**config.mk**
```make
export PLATFORM = sky130hd
export DESIGN_NAME = power_iter_ctrl_flat
export DESIGN_NICKNAME = d
export VERILOG_FILES = /design/src/rtl/power_iter_if.sv /design/src/rtl/power_iter_ctrl.sv /design/src/flat_wrapper.sv
export SDC_FILE = /design/constraint.sdc
export NUM_CORES = 1
export LEC_CHECK = 0
export ABC_AREA = 0
export BUFFER_PORTS_ARGS = -buffer_cell sky130_fd_sc_hd__buf_2
export CAP_MARGIN = 20
export CORE_ASPECT_RATIO = 2
export CORE_UTILIZATION = 50
export DETAILED_ROUTE_END_ITERATION = 6
export PLACE_DENSITY_LB_ADDON = 0.2
export SLEW_MARGIN = 20
export SYNTH_ARGS = -nofsm -noshare
export SYNTH_HDL_FRONTEND = slang
export SYNTH_SLANG_ARGS = --single-unit
```
**constraint.sdc**
```tcl
create_clock -name clk -period 1.8 [get_ports clk]
set_input_delay 0.18 -clock clk [delete_from_list [all_inputs] [get_ports clk]]
set_output_delay 0.18 -clock clk [all_outputs]
set_load 0.1 [all_outputs]
```
**src/rtl/power_iter_if.sv**
```systemverilog
// power_iter_if: handshake bundle between the power-iteration controller,
// the top-level sequencer (start/abort/busy/done/status) and the datapath
// stages (stage start/done pulses, checker verdict, vector swap).
//   slave  : controller side (drives status and stage starts)
//   master : sequencer/datapath side (drives start, abort, stage dones)
interface power_iter_if;
  logic        start, abort;
  logic        busy, done, converged_o, timed_out, error;
  logic [31:0] count_k;
  logic        load_init, swap_vector;
  logic        mult_start, norm_start, check_start;
  logic        mult_done, norm_done, check_done, converged;

  modport slave (
    input  start, abort, mult_done, norm_done, check_done, converged,
    output busy, done, converged_o, timed_out, error, count_k,
           load_init, swap_vector, mult_start, norm_start, check_start
  );

  modport master (
    output start, abort, mult_done, norm_done, check_done, converged,
    input  busy, done, converged_o, timed_out, error, count_k,
           load_init, swap_vector, mult_start, norm_start, check_start
  );
endinterface

```
**src/rtl/power_iter_ctrl.sv**
```systemverilog
// power_iter_ctrl: sequences MULT -> NORM -> CHECK -> UPDATE per iteration of
// the power-iteration datapath, owns the iteration counter count_k and ends a
// run on convergence, MAX_ITER, stage watchdog expiry or abort.
// Ports:
//   clk  - rising-edge clock
//   rst  - asynchronous active-low reset
//   bus  - power_iter_if.slave (start/abort in, status + stage handshakes)
// All outputs are registers or decodes of registered state.
module power_iter_ctrl #(
  parameter int MAX_ITER     = 100,
  parameter int STEP_TIMEOUT = 1024
) (
  input  logic        clk,
  input  logic        rst,
  power_iter_if.slave bus
);
  typedef enum logic [2:0] {
    S_IDLE, S_LOAD, S_MULT, S_NORM, S_CHECK, S_UPDATE, S_FIN
  } state_e;

  // Watchdog counts 0..STEP_TIMEOUT-1 inside a stage; reaching the last
  // value without an accepted done means the stage has run STEP_TIMEOUT cycles.
  localparam int              WDW     = $clog2(STEP_TIMEOUT);
  localparam logic [WDW-1:0]  WD_LAST = WDW'(STEP_TIMEOUT - 1);
  localparam logic [31:0]     K_LAST  = 32'(MAX_ITER - 1);

  state_e          state_q, state_d;
  logic [WDW-1:0]  wd_q, wd_d;
  logic [31:0]     count_k_q, count_k_d;
  logic            conv_q, conv_d, tmo_q, tmo_d, err_q, err_d;
  logic            set_conv, set_tmo, set_err;
  logic            stage_done, accept, expire, aborting;

  // State register
  always_ff @(posedge clk or negedge rst) begin
    if (!rst) state_q <= S_IDLE;
    else      state_q <= state_d;
  end

  // Next-state logic
  always_comb begin
    state_d    = state_q;
    set_conv   = 1'b0;
    set_tmo    = 1'b0;
    set_err    = 1'b0;
    stage_done = 1'b0;
    case (state_q)
      S_MULT:  stage_done = bus.mult_done;
      S_NORM:  stage_done = bus.norm_done;
      S_CHECK: stage_done = bus.check_done;
      default: stage_done = 1'b0;
    endcase
    // Done is ignored in the start-pulse cycle (watchdog still 0 there).
    accept   = stage_done && (wd_q != '0);
    expire   = (wd_q == WD_LAST);
    aborting = bus.abort && (state_q != S_IDLE);

    case (state_q)
      S_IDLE:   if (bus.start) state_d = S_LOAD;
      S_LOAD:   state_d = S_MULT;
      S_MULT: begin
        if (accept)      state_d = S_NORM;
        else if (expire) begin state_d = S_FIN; set_err = 1'b1; end
      end
      S_NORM: begin
        if (accept)      state_d = S_CHECK;
        else if (expire) begin state_d = S_FIN; set_err = 1'b1; end
      end
      S_CHECK: begin
        if (accept) begin
          if (bus.converged) begin
            state_d = S_FIN; set_conv = 1'b1;
          end else if (count_k_q == K_LAST) begin
            state_d = S_FIN; set_tmo = 1'b1;
          end else begin
            state_d = S_UPDATE;
          end
        end else if (expire) begin
          state_d = S_FIN; set_err = 1'b1;
        end
      end
      S_UPDATE: state_d = S_MULT;
      S_FIN:    state_d = S_IDLE;
      default:  state_d = S_IDLE;
    endcase

    if (aborting) begin
      state_d  = S_IDLE;
      set_conv = 1'b0;
      set_tmo  = 1'b0;
      set_err  = 1'b0;
    end
  end

  // Counter / status next values
  always_comb begin
    // Any state change restarts the watchdog, which covers entry to each stage.
    wd_d      = (state_d == state_q) ? wd_q + 1'b1 : '0;
    count_k_d = count_k_q;
    conv_d    = conv_q | set_conv;
    tmo_d     = tmo_q  | set_tmo;
    err_d     = err_q  | set_err;
    if (state_q == S_IDLE && bus.start) begin
      count_k_d = '0;
      conv_d    = 1'b0;
      tmo_d     = 1'b0;
      err_d     = 1'b0;
    end
    if (state_q == S_UPDATE && !aborting) count_k_d = count_k_q + 32'd1;
    if (aborting) begin
      conv_d = 1'b0;
      tmo_d  = 1'b0;
      err_d  = 1'b0;
    end
  end

  always_ff @(posedge clk or negedge rst) begin
    if (!rst) begin
      wd_q      <= '0;
      count_k_q <= '0;
      conv_q    <= 1'b0;
      tmo_q     <= 1'b0;
      err_q     <= 1'b0;
    end else begin
      wd_q      <= wd_d;
      count_k_q <= count_k_d;
      conv_q    <= conv_d;
      tmo_q     <= tmo_d;
      err_q     <= err_d;
    end
  end

  // Output decode
  always_comb begin
    bus.busy        = (state_q != S_IDLE);
    bus.done        = (state_q == S_FIN);
    bus.load_init   = (state_q == S_LOAD);
    bus.swap_vector = (state_q == S_UPDATE);
    bus.mult_start  = (state_q == S_MULT)  && (wd_q == '0);
    bus.norm_start  = (state_q == S_NORM)  && (wd_q == '0);
    bus.check_start = (state_q == S_CHECK) && (wd_q == '0);
    bus.converged_o = conv_q;
    bus.timed_out   = tmo_q;
    bus.error       = err_q;
    bus.count_k     = count_k_q;
  end
endmodule

```
**src/flat_wrapper.sv**
```systemverilog
// flat-port wrapper written by rule: the top's interface ports become plain ports
module power_iter_ctrl_flat 
#(
  parameter int MAX_ITER     = 100,
  parameter int STEP_TIMEOUT = 1024
)
  (clk, rst, bus_start, bus_abort, bus_mult_done, bus_norm_done, bus_check_done, bus_converged, bus_busy, bus_done, bus_converged_o, bus_timed_out, bus_error, bus_count_k, bus_load_init, bus_swap_vector, bus_mult_start, bus_norm_start, bus_check_start);
  power_iter_if bus_i ();
  input  logic clk;
  input  logic rst;
  input wire logic [$bits(bus_i.start)-1:0] bus_start;
  input wire logic [$bits(bus_i.abort)-1:0] bus_abort;
  input wire logic [$bits(bus_i.mult_done)-1:0] bus_mult_done;
  input wire logic [$bits(bus_i.norm_done)-1:0] bus_norm_done;
  input wire logic [$bits(bus_i.check_done)-1:0] bus_check_done;
  input wire logic [$bits(bus_i.converged)-1:0] bus_converged;
  output wire logic [$bits(bus_i.busy)-1:0] bus_busy;
  output wire logic [$bits(bus_i.done)-1:0] bus_done;
  output wire logic [$bits(bus_i.converged_o)-1:0] bus_converged_o;
  output wire logic [$bits(bus_i.timed_out)-1:0] bus_timed_out;
  output wire logic [$bits(bus_i.error)-1:0] bus_error;
  output wire logic [$bits(bus_i.count_k)-1:0] bus_count_k;
  output wire logic [$bits(bus_i.load_init)-1:0] bus_load_init;
  output wire logic [$bits(bus_i.swap_vector)-1:0] bus_swap_vector;
  output wire logic [$bits(bus_i.mult_start)-1:0] bus_mult_start;
  output wire logic [$bits(bus_i.norm_start)-1:0] bus_norm_start;
  output wire logic [$bits(bus_i.check_start)-1:0] bus_check_start;
  assign bus_i.start = bus_start;
  assign bus_i.abort = bus_abort;
  assign bus_i.mult_done = bus_mult_done;
  assign bus_i.norm_done = bus_norm_done;
  assign bus_i.check_done = bus_check_done;
  assign bus_i.converged = bus_converged;
  assign bus_busy = bus_i.busy;
  assign bus_done = bus_i.done;
  assign bus_converged_o = bus_i.converged_o;
  assign bus_timed_out = bus_i.timed_out;
  assign bus_error = bus_i.error;
  assign bus_count_k = bus_i.count_k;
  assign bus_load_init = bus_i.load_init;
  assign bus_swap_vector = bus_i.swap_vector;
  assign bus_mult_start = bus_i.mult_start;
  assign bus_norm_start = bus_i.norm_start;
  assign bus_check_start = bus_i.check_start;
  power_iter_ctrl #(.MAX_ITER(MAX_ITER), .STEP_TIMEOUT(STEP_TIMEOUT)) u_core (.clk(clk), .rst(rst), .bus(bus_i));
endmodule
```
==> results of run 1 <==
==> per-stage QoR <==
stage                     util (%)  hold slack, ns  worst slack [ns]  TNS [ns]
after floorplan                  -          -0.116            -0.224     -3.66
after CTS                     76.6           0.181            -0.161     -1.89
after global placement        72.7           0.183            -0.110     -1.12
after detailed placement      72.7           0.183            -0.167     -1.73
after global routing          81.8           0.215            -0.347     -4.59
final                         81.8           0.209            -0.259     -2.88
==> metal layers <==
metal  up-vias  wire [um]  share of wire, %  GRT usage [%]
li1       1350          -                 -              -
met1      1441       3290                35           31.3
met2       123       5380                56           55.2
met3        43        383               4.0           4.80
met4         0        468               4.9           14.1
met5         -          0                 0              0
==> how the worst max path moves through the flow <==
stage	from	slack (ns)	endpoint	cells past startpoint
global placement	u_core.state_q[1]	-0.11	u_core.wd_q[2]	7
detailed placement	u_core.state_q[0]	-0.17	u_core.wd_q[9]	6
CTS	u_core.bus.count_k[2]	-0.16	u_core.wd_q[9]	6
floorplan	u_core.bus.count_k[1]	-0.22	u_core.wd_q[0]	7
global route	u_core.bus.count_k[15]	-0.35	u_core.wd_q[8]	6
finish	u_core.bus.count_k[15]	-0.26	u_core.wd_q[8]	6
==> area by class of cell <==
type	instances	area, um2	share of cell area [%]
Multi-Input combinational cell	228	1830	41.6
Clock buffer	8	100	2.28
Sequential cell	48	1270	29.0
Inverter	7	26.3	0.598
Timing Repair Buffer	142	1090	24.8
Tap cell	60	75.1	1.71
==> critical path, stage by stage, from the launching register on <==
cell and delay, ns:
dfrtp_4 0.49, nor4_1 0.30, nand4_1 0.22, o21ba_4 0.26, o31ai_4 0.31, o2111ai_2 0.25, nor2_1 0.15
==> flip-flops by register name, indices dropped and copies added, names as in the netlist <==
name	flops
u_core.bus.converged_o	1
u_core.bus.count_k	32
u_core.bus.error	1
u_core.bus.timed_out	1
u_core.state_q	3
u_core.wd_q	10
==> power breakdown <==
part	leakage (nW)	switching (W)	total (W)	internal, W
registers	0.608	0.0000447	0.00116	0.00112
clock network	0.0515	0.000371	0.000722	0.000351
logic	1.37	0.00109	0.00183	0.000735
==> synthesized netlist by cell type, drive strengths merged, types with 2 or more instances <==
cell      n  area, um2
a21oi     7       35.0
a22o      2       17.5
a31oi     3       18.8
and2      2       12.5
and3      7       43.8
and4      4       35.0
buf       5       32.5
clkbuf    5       18.8
dfrtp    48       1200
ha        3       37.5
inv       7       26.3
mux2i    17        174
nand2    36        135
nand2b    2       15.0
nand3    23        125
nand4    12       96.3
nor2     30        113
nor2b     2       12.5
nor3      7       35.0
nor3b     3       33.8
nor4      8       71.3
o2111ai   2       35.0
o211ai    4       30.0
o21ai    22        114
o311ai    2       25.0
o31ai     5       61.3
xnor2     6       52.6
xor2      3       26.3
==> what timing repair did <==
action | in CTS | in global routing
resized for setup | 14 | 35
cloned | 0 | 1
hold buffers | 1 | 0
pin swaps | 5 | 20
hold endpoints to repair | 20 | 0
setup endpoints to repair | 22 | 29
buffers inserted | 5 | 14
==> logic make-up (layout without fill, tap and decap cells) <==
group / Yosys count / in the layout / synth area share, %
xor gates and xnor gates: 9 / 9 / 2.83
buffers and inverters: 17 / 157 / 2.79
AOI/OAI and AO/OA: 56 / 57 / 15.3
adders and majority gates: 3 / 3 / 1.35
DFF: 48 / 48 / 43.1
and+or+nand+nor: 141 / 141 / 27.9
muxes: 18 / 18 / 6.65
==> cells in the final DEF (no fill, tap or decap), drive strengths merged, types with 3 or more instances in the layout <==
| cell type | netlist | final |
|---|---|---|
| o211ai | 4 | 4 |
| nand3 | 23 | 23 |
| nor3b | 3 | 3 |
| o21ai | 22 | 22 |
| o31ai | 5 | 5 |
| ha | 3 | 3 |
| and3 | 7 | 7 |
| xnor2 | 6 | 6 |
| inv | 7 | 7 |
| dfrtp | 48 | 48 |
| buf | 5 | 141 |
| o2111ai | 2 | 3 |
| nor3 | 7 | 7 |
| mux2i | 17 | 17 |
| and4 | 4 | 4 |
| a31oi | 3 | 3 |
| xor2 | 3 | 3 |
| nand2 | 36 | 36 |
| a21oi | 7 | 7 |
| nor2 | 30 | 30 |
| nand4 | 12 | 12 |
| clkbuf | 5 | 8 |
| nor4 | 8 | 8 |
==> run metrics, run 1 <==
failing checks=setup timing; WHS Endpoint=u_core.bus.converged_o; nature of the critical path endpoint=flop; vias in the first global route=2676; total number of vias=2957; Static Leak=2.03 nW; worst-case clock skew=0.00830 ns; WP data arrival=2.30 ns; max_cap viols=0; Worst-Margin Slew=0.539 ns; Worst Setup Slack, final=-0.259 ns; detailed-placement wirelength estimate=6230 um; critical path launch point type=flop; CTS tree=built; final instance area=0.00440 mm2; Fin. Hold Viols=0; crit path time final=2.06 ns; hold path start=bus_converged; syn nets=303; Ant. Diodes=0; grt ovf=0; CTS sink cnt=48; Slew Viols, Final=0; Netlist cell types=57; area post-placement=0.00391 mm2; final net count=443; peak supply drop=1.20 mV; warnings from Yosys=0; Seq/Total Area, Yosys=43.1%; Mean Syn Cell Area=9.53 um2; Initial Utilization=51.8%; PwrDens=845 mW/mm2; Clock Path Buffers=2; Finished Layout Cells=493; total power=0.00371 W; worst r2r src=u_core.bus.count_k[15]; CORE AREA=0.00537 mm2; PortBufs=49; critical path fanouts, max=5; IO Pins=50; layout cells sized above 1=55.7%; Layout fillers=327; Routed WL per cell=19.3 um; gp weighted congestion=0.981; Via-to-Cell Ratio=6.00; DIE AREA=0.00589 mm2; Clock Tree Root=clkbuf_8; Fmax=486 MHz; register bit total from synthesis=48; # placed instances=464; largest net degree at the start of global routing=29; htree depth=2; Post-Syn Area=0.00278 mm2; die width=54.8 um; Worst R2R End=u_core.wd_q[8]; Crit Path Category=flop to flop; first-pass GRT wire length=12600 um; initial antenna violation count=0; RSZ-0062 raised after global routing=yes; WL final=9520 um; TritonCTS buffer count=5; cell row count=38; initial DRC count=145; Hold Path Class=input pin to flop; Synth Flop Type=dfrtp_1; Worst R2R Setup Slack=-0.26 ns; Hold Path Cell Cnt=3; GRT Resource Usage Total=30.4%; DRC=0; final worst path period share=114%; WP data required=2.04 ns; post-route ant nets=0; die height=108 um; cells after synthesis=292; slew margin rel.=64.1%; outcome=complete, but fails checks; Synth async-reset ratio=100%; Worst-path clk slew=0.09 ns; Post-synth EDFFs=0; worst skew pair latency=0.31 ns; # setup viols final=18; Layout area overhead=57.9%; Reg2Reg Depth=6; drt first pass iters=5
Power figures use the tool's default switching activity.
==> run 2: changes to the inputs <==
--- a/config.mk
+++ b/config.mk
@@ -10,5 +10,5 @@
 export CAP_MARGIN = 20
 export CORE_ASPECT_RATIO = 2
-export CORE_UTILIZATION = 50
+export CORE_UTILIZATION = 30
 export DETAILED_ROUTE_END_ITERATION = 6
 export PLACE_DENSITY_LB_ADDON = 0.2
==> constraint.sdc (replaced) <==
create_clock -name clk -period 1.8 [get_ports clk]
set_input_delay 0.36 -clock clk [delete_from_list [all_inputs] [get_ports clk]]
set_output_delay 0.36 -clock clk [all_outputs]
set_load 0.1 [all_outputs]
==> run 2 against run 1 <==
Effect of this change:
- the flow still finishes with violations (setup timing)
- critical path depth is 1 higher
- sequential power hardly changed
- fmax is 2.0% lower
- clock skew is 0.0026 ns lower
- total power is 26% higher
- count of clock-buffer cells in the layout is 2 lower
- global-route usage is 11 points lower
- non-clock buffer count is 25 higher
- cell count is 13% higher
- critical path type is now flop to primary output
==> run metrics, run 2 (synthesized netlist as in run 1, its figures left out) <==
final net count=467; failing checks=setup timing; sequential cell area=0.00128 mm2; Fin. Hold Viols=0; PortBufs=49; worst-case clock skew=0.00574 ns; most frequent cells in the layout=buf_4, buf_2, nand2_1; cell row count=49; WP data required=1.44 ns; drt first pass iters=4; htree depth=2; outcome=complete, but fails checks; IO Pins=50; PwrDens=961 mW/mm2; initial DRC count=133; most common cell after layout, fill and taps aside=buf_4; final worst path period share=117%; Routed WL per cell=17.0 um; max reg flops=32; total power=0.00469 W; worst skew pair latency=0.29 ns; final instance area=0.00488 mm2; TritonCTS buffer count=5; Hold Path Cell Cnt=3; Met3 Routed Length=164 um; layout cells sized above 1=63.0%; WL met1=3370 um; Initial Utilization=30.9%; Hold Path Class=input pin to flop; multi-input logic area=0.00190 mm2; area post-placement=0.00412 mm2; Clock Path Buffers=2; top sig layer=met4; CTS sink cnt=48; CP max stage delay=0.39 ns; detailed-placement wirelength estimate=7110 um; CTS tree=built; # setup viols final=20; slew margin rel.=66.4%; worst r2r src=u_core.wd_q[0]; Crit Path Category=flop to primary output; met2 wire length=5560 um; # placed instances=525; WL final=9480 um; Static Leak=2.23 nW; grt ovf=0; Buf+Inv Stages, Crit Path=3; DRC=0; nature of the critical path endpoint=primary output; post-route ant nets=0; CP delay by family, top=buffers and inverters; Worst Setup Slack, final=-0.301 ns; WHS Endpoint=u_core.bus.converged_o; critical path fanouts, max=2; Via-to-Cell Ratio=5.13; die width=70.1 um; hold path start=bus_converged; largest net degree at the start of global routing=20; Worst R2R Setup Slack=-0.29 ns; Clock Tree Root=clkbuf_16; CP cell instances=inv_1, ha_2, nor2b_4, nand4_1, buf_6, nor3_4, buf_12; crit path time final=2.10 ns; Worst-Margin Slew=0.507 ns; total number of vias=2866; crit path from=u_core.wd_q[0]; gp weighted congestion=0.885; Layout fillers=824; max_cap viols=0; critical path launch point type=flop; DIE AREA=0.00969 mm2; GRT Resource Usage Total=19.8%; peak supply drop=1.27 mV; Reg2Reg Depth=11; Fmax=476 MHz; Worst-path clk slew=0.07 ns; die height=138 um; WP data arrival=1.74 ns; Slew Viols, Final=0; Layout area overhead=75.1%; CORE AREA=0.00901 mm2; Ant. Diodes=0; Worst R2R End=u_core.wd_q[9]; RSZ-0062 raised after global routing=yes; CP max-delay cell=dfrtp_1; vias in the first global route=3022; initial antenna violation count=0; Finished Layout Cells=559; first-pass GRT wire length=15100 um
## run 2: how the worst max path moves through the flow
| stage | to | slack, ns | cells after the start |
|---|---|---|---|
| 3_3_place_gp | u_core.wd_q[0] | -0.29 | 7 |
| 5_1_grt | bus_mult_start | -0.37 | 7 |
| 2_1_floorplan | bus_mult_start | -0.34 | 5 |
| 6_report | bus_mult_start | -0.30 | 7 |
| 4_1_cts | bus_mult_start | -0.29 | 7 |
| 3_5_place_dp | u_core.wd_q[5] | -0.27 | 7 |
## run 2: final cells by class
cell class	count	area share (%)
clock inverters	2	1.23
flip-flops and latches	48	26.2
inverters	7	0.590
clock buffers	6	2.64
well taps	102	2.62
repair buffers	167	27.8
multi-input cells	227	38.9
## run 2: layer usage
metal	track usage, %	vias up
li1	-	1399
met1	19.7	1381
met2	39.4	61
met3	2.19	25
met4	8.53	0
met5	0	-
## run 2: metrics by stage
stage | utilization (%) | hold WS [ns] | setup slack (ns) | TNS [ns]
6_report | 54.1 | 0.410 | -0.301 | -3.82
5_1_grt | 54.1 | 0.432 | -0.372 | -5.45
4_1_cts | 50.8 | 0.400 | -0.289 | -2.53
3_5_place_dp | 45.8 | 0.301 | -0.266 | -3.46
3_3_place_gp | 45.8 | 0.299 | -0.289 | -3.80
2_1_floorplan | - | 0.0644 | -0.342 | -3.89
## run 2: what timing repair did
item | CTS | global route
setup endpoints to repair | 35 | 43
pin swaps | 16 | 20
hold endpoints to repair | 14 | 0
setup buffers | 12 | 13
resized for setup | 43 | 48
hold buffers | 1 | 0
cloned | 0 | 1
## run 2: tightest hold or removal path: stages
cell and delay, ns:
buf_2 0.13, a31oi_2 0.09, nor2_1 0.08
## run 2: where the power goes
group / total (W) / leakage (nW) / internal [W] / switching, W
Combinational: 0.00231 / 1.53 / 0.00109 / 0.00123
Sequential: 0.00116 / 0.605 / 0.00112 / 0.0000399
Clock: 0.00121 / 0.0911 / 0.000797 / 0.000416
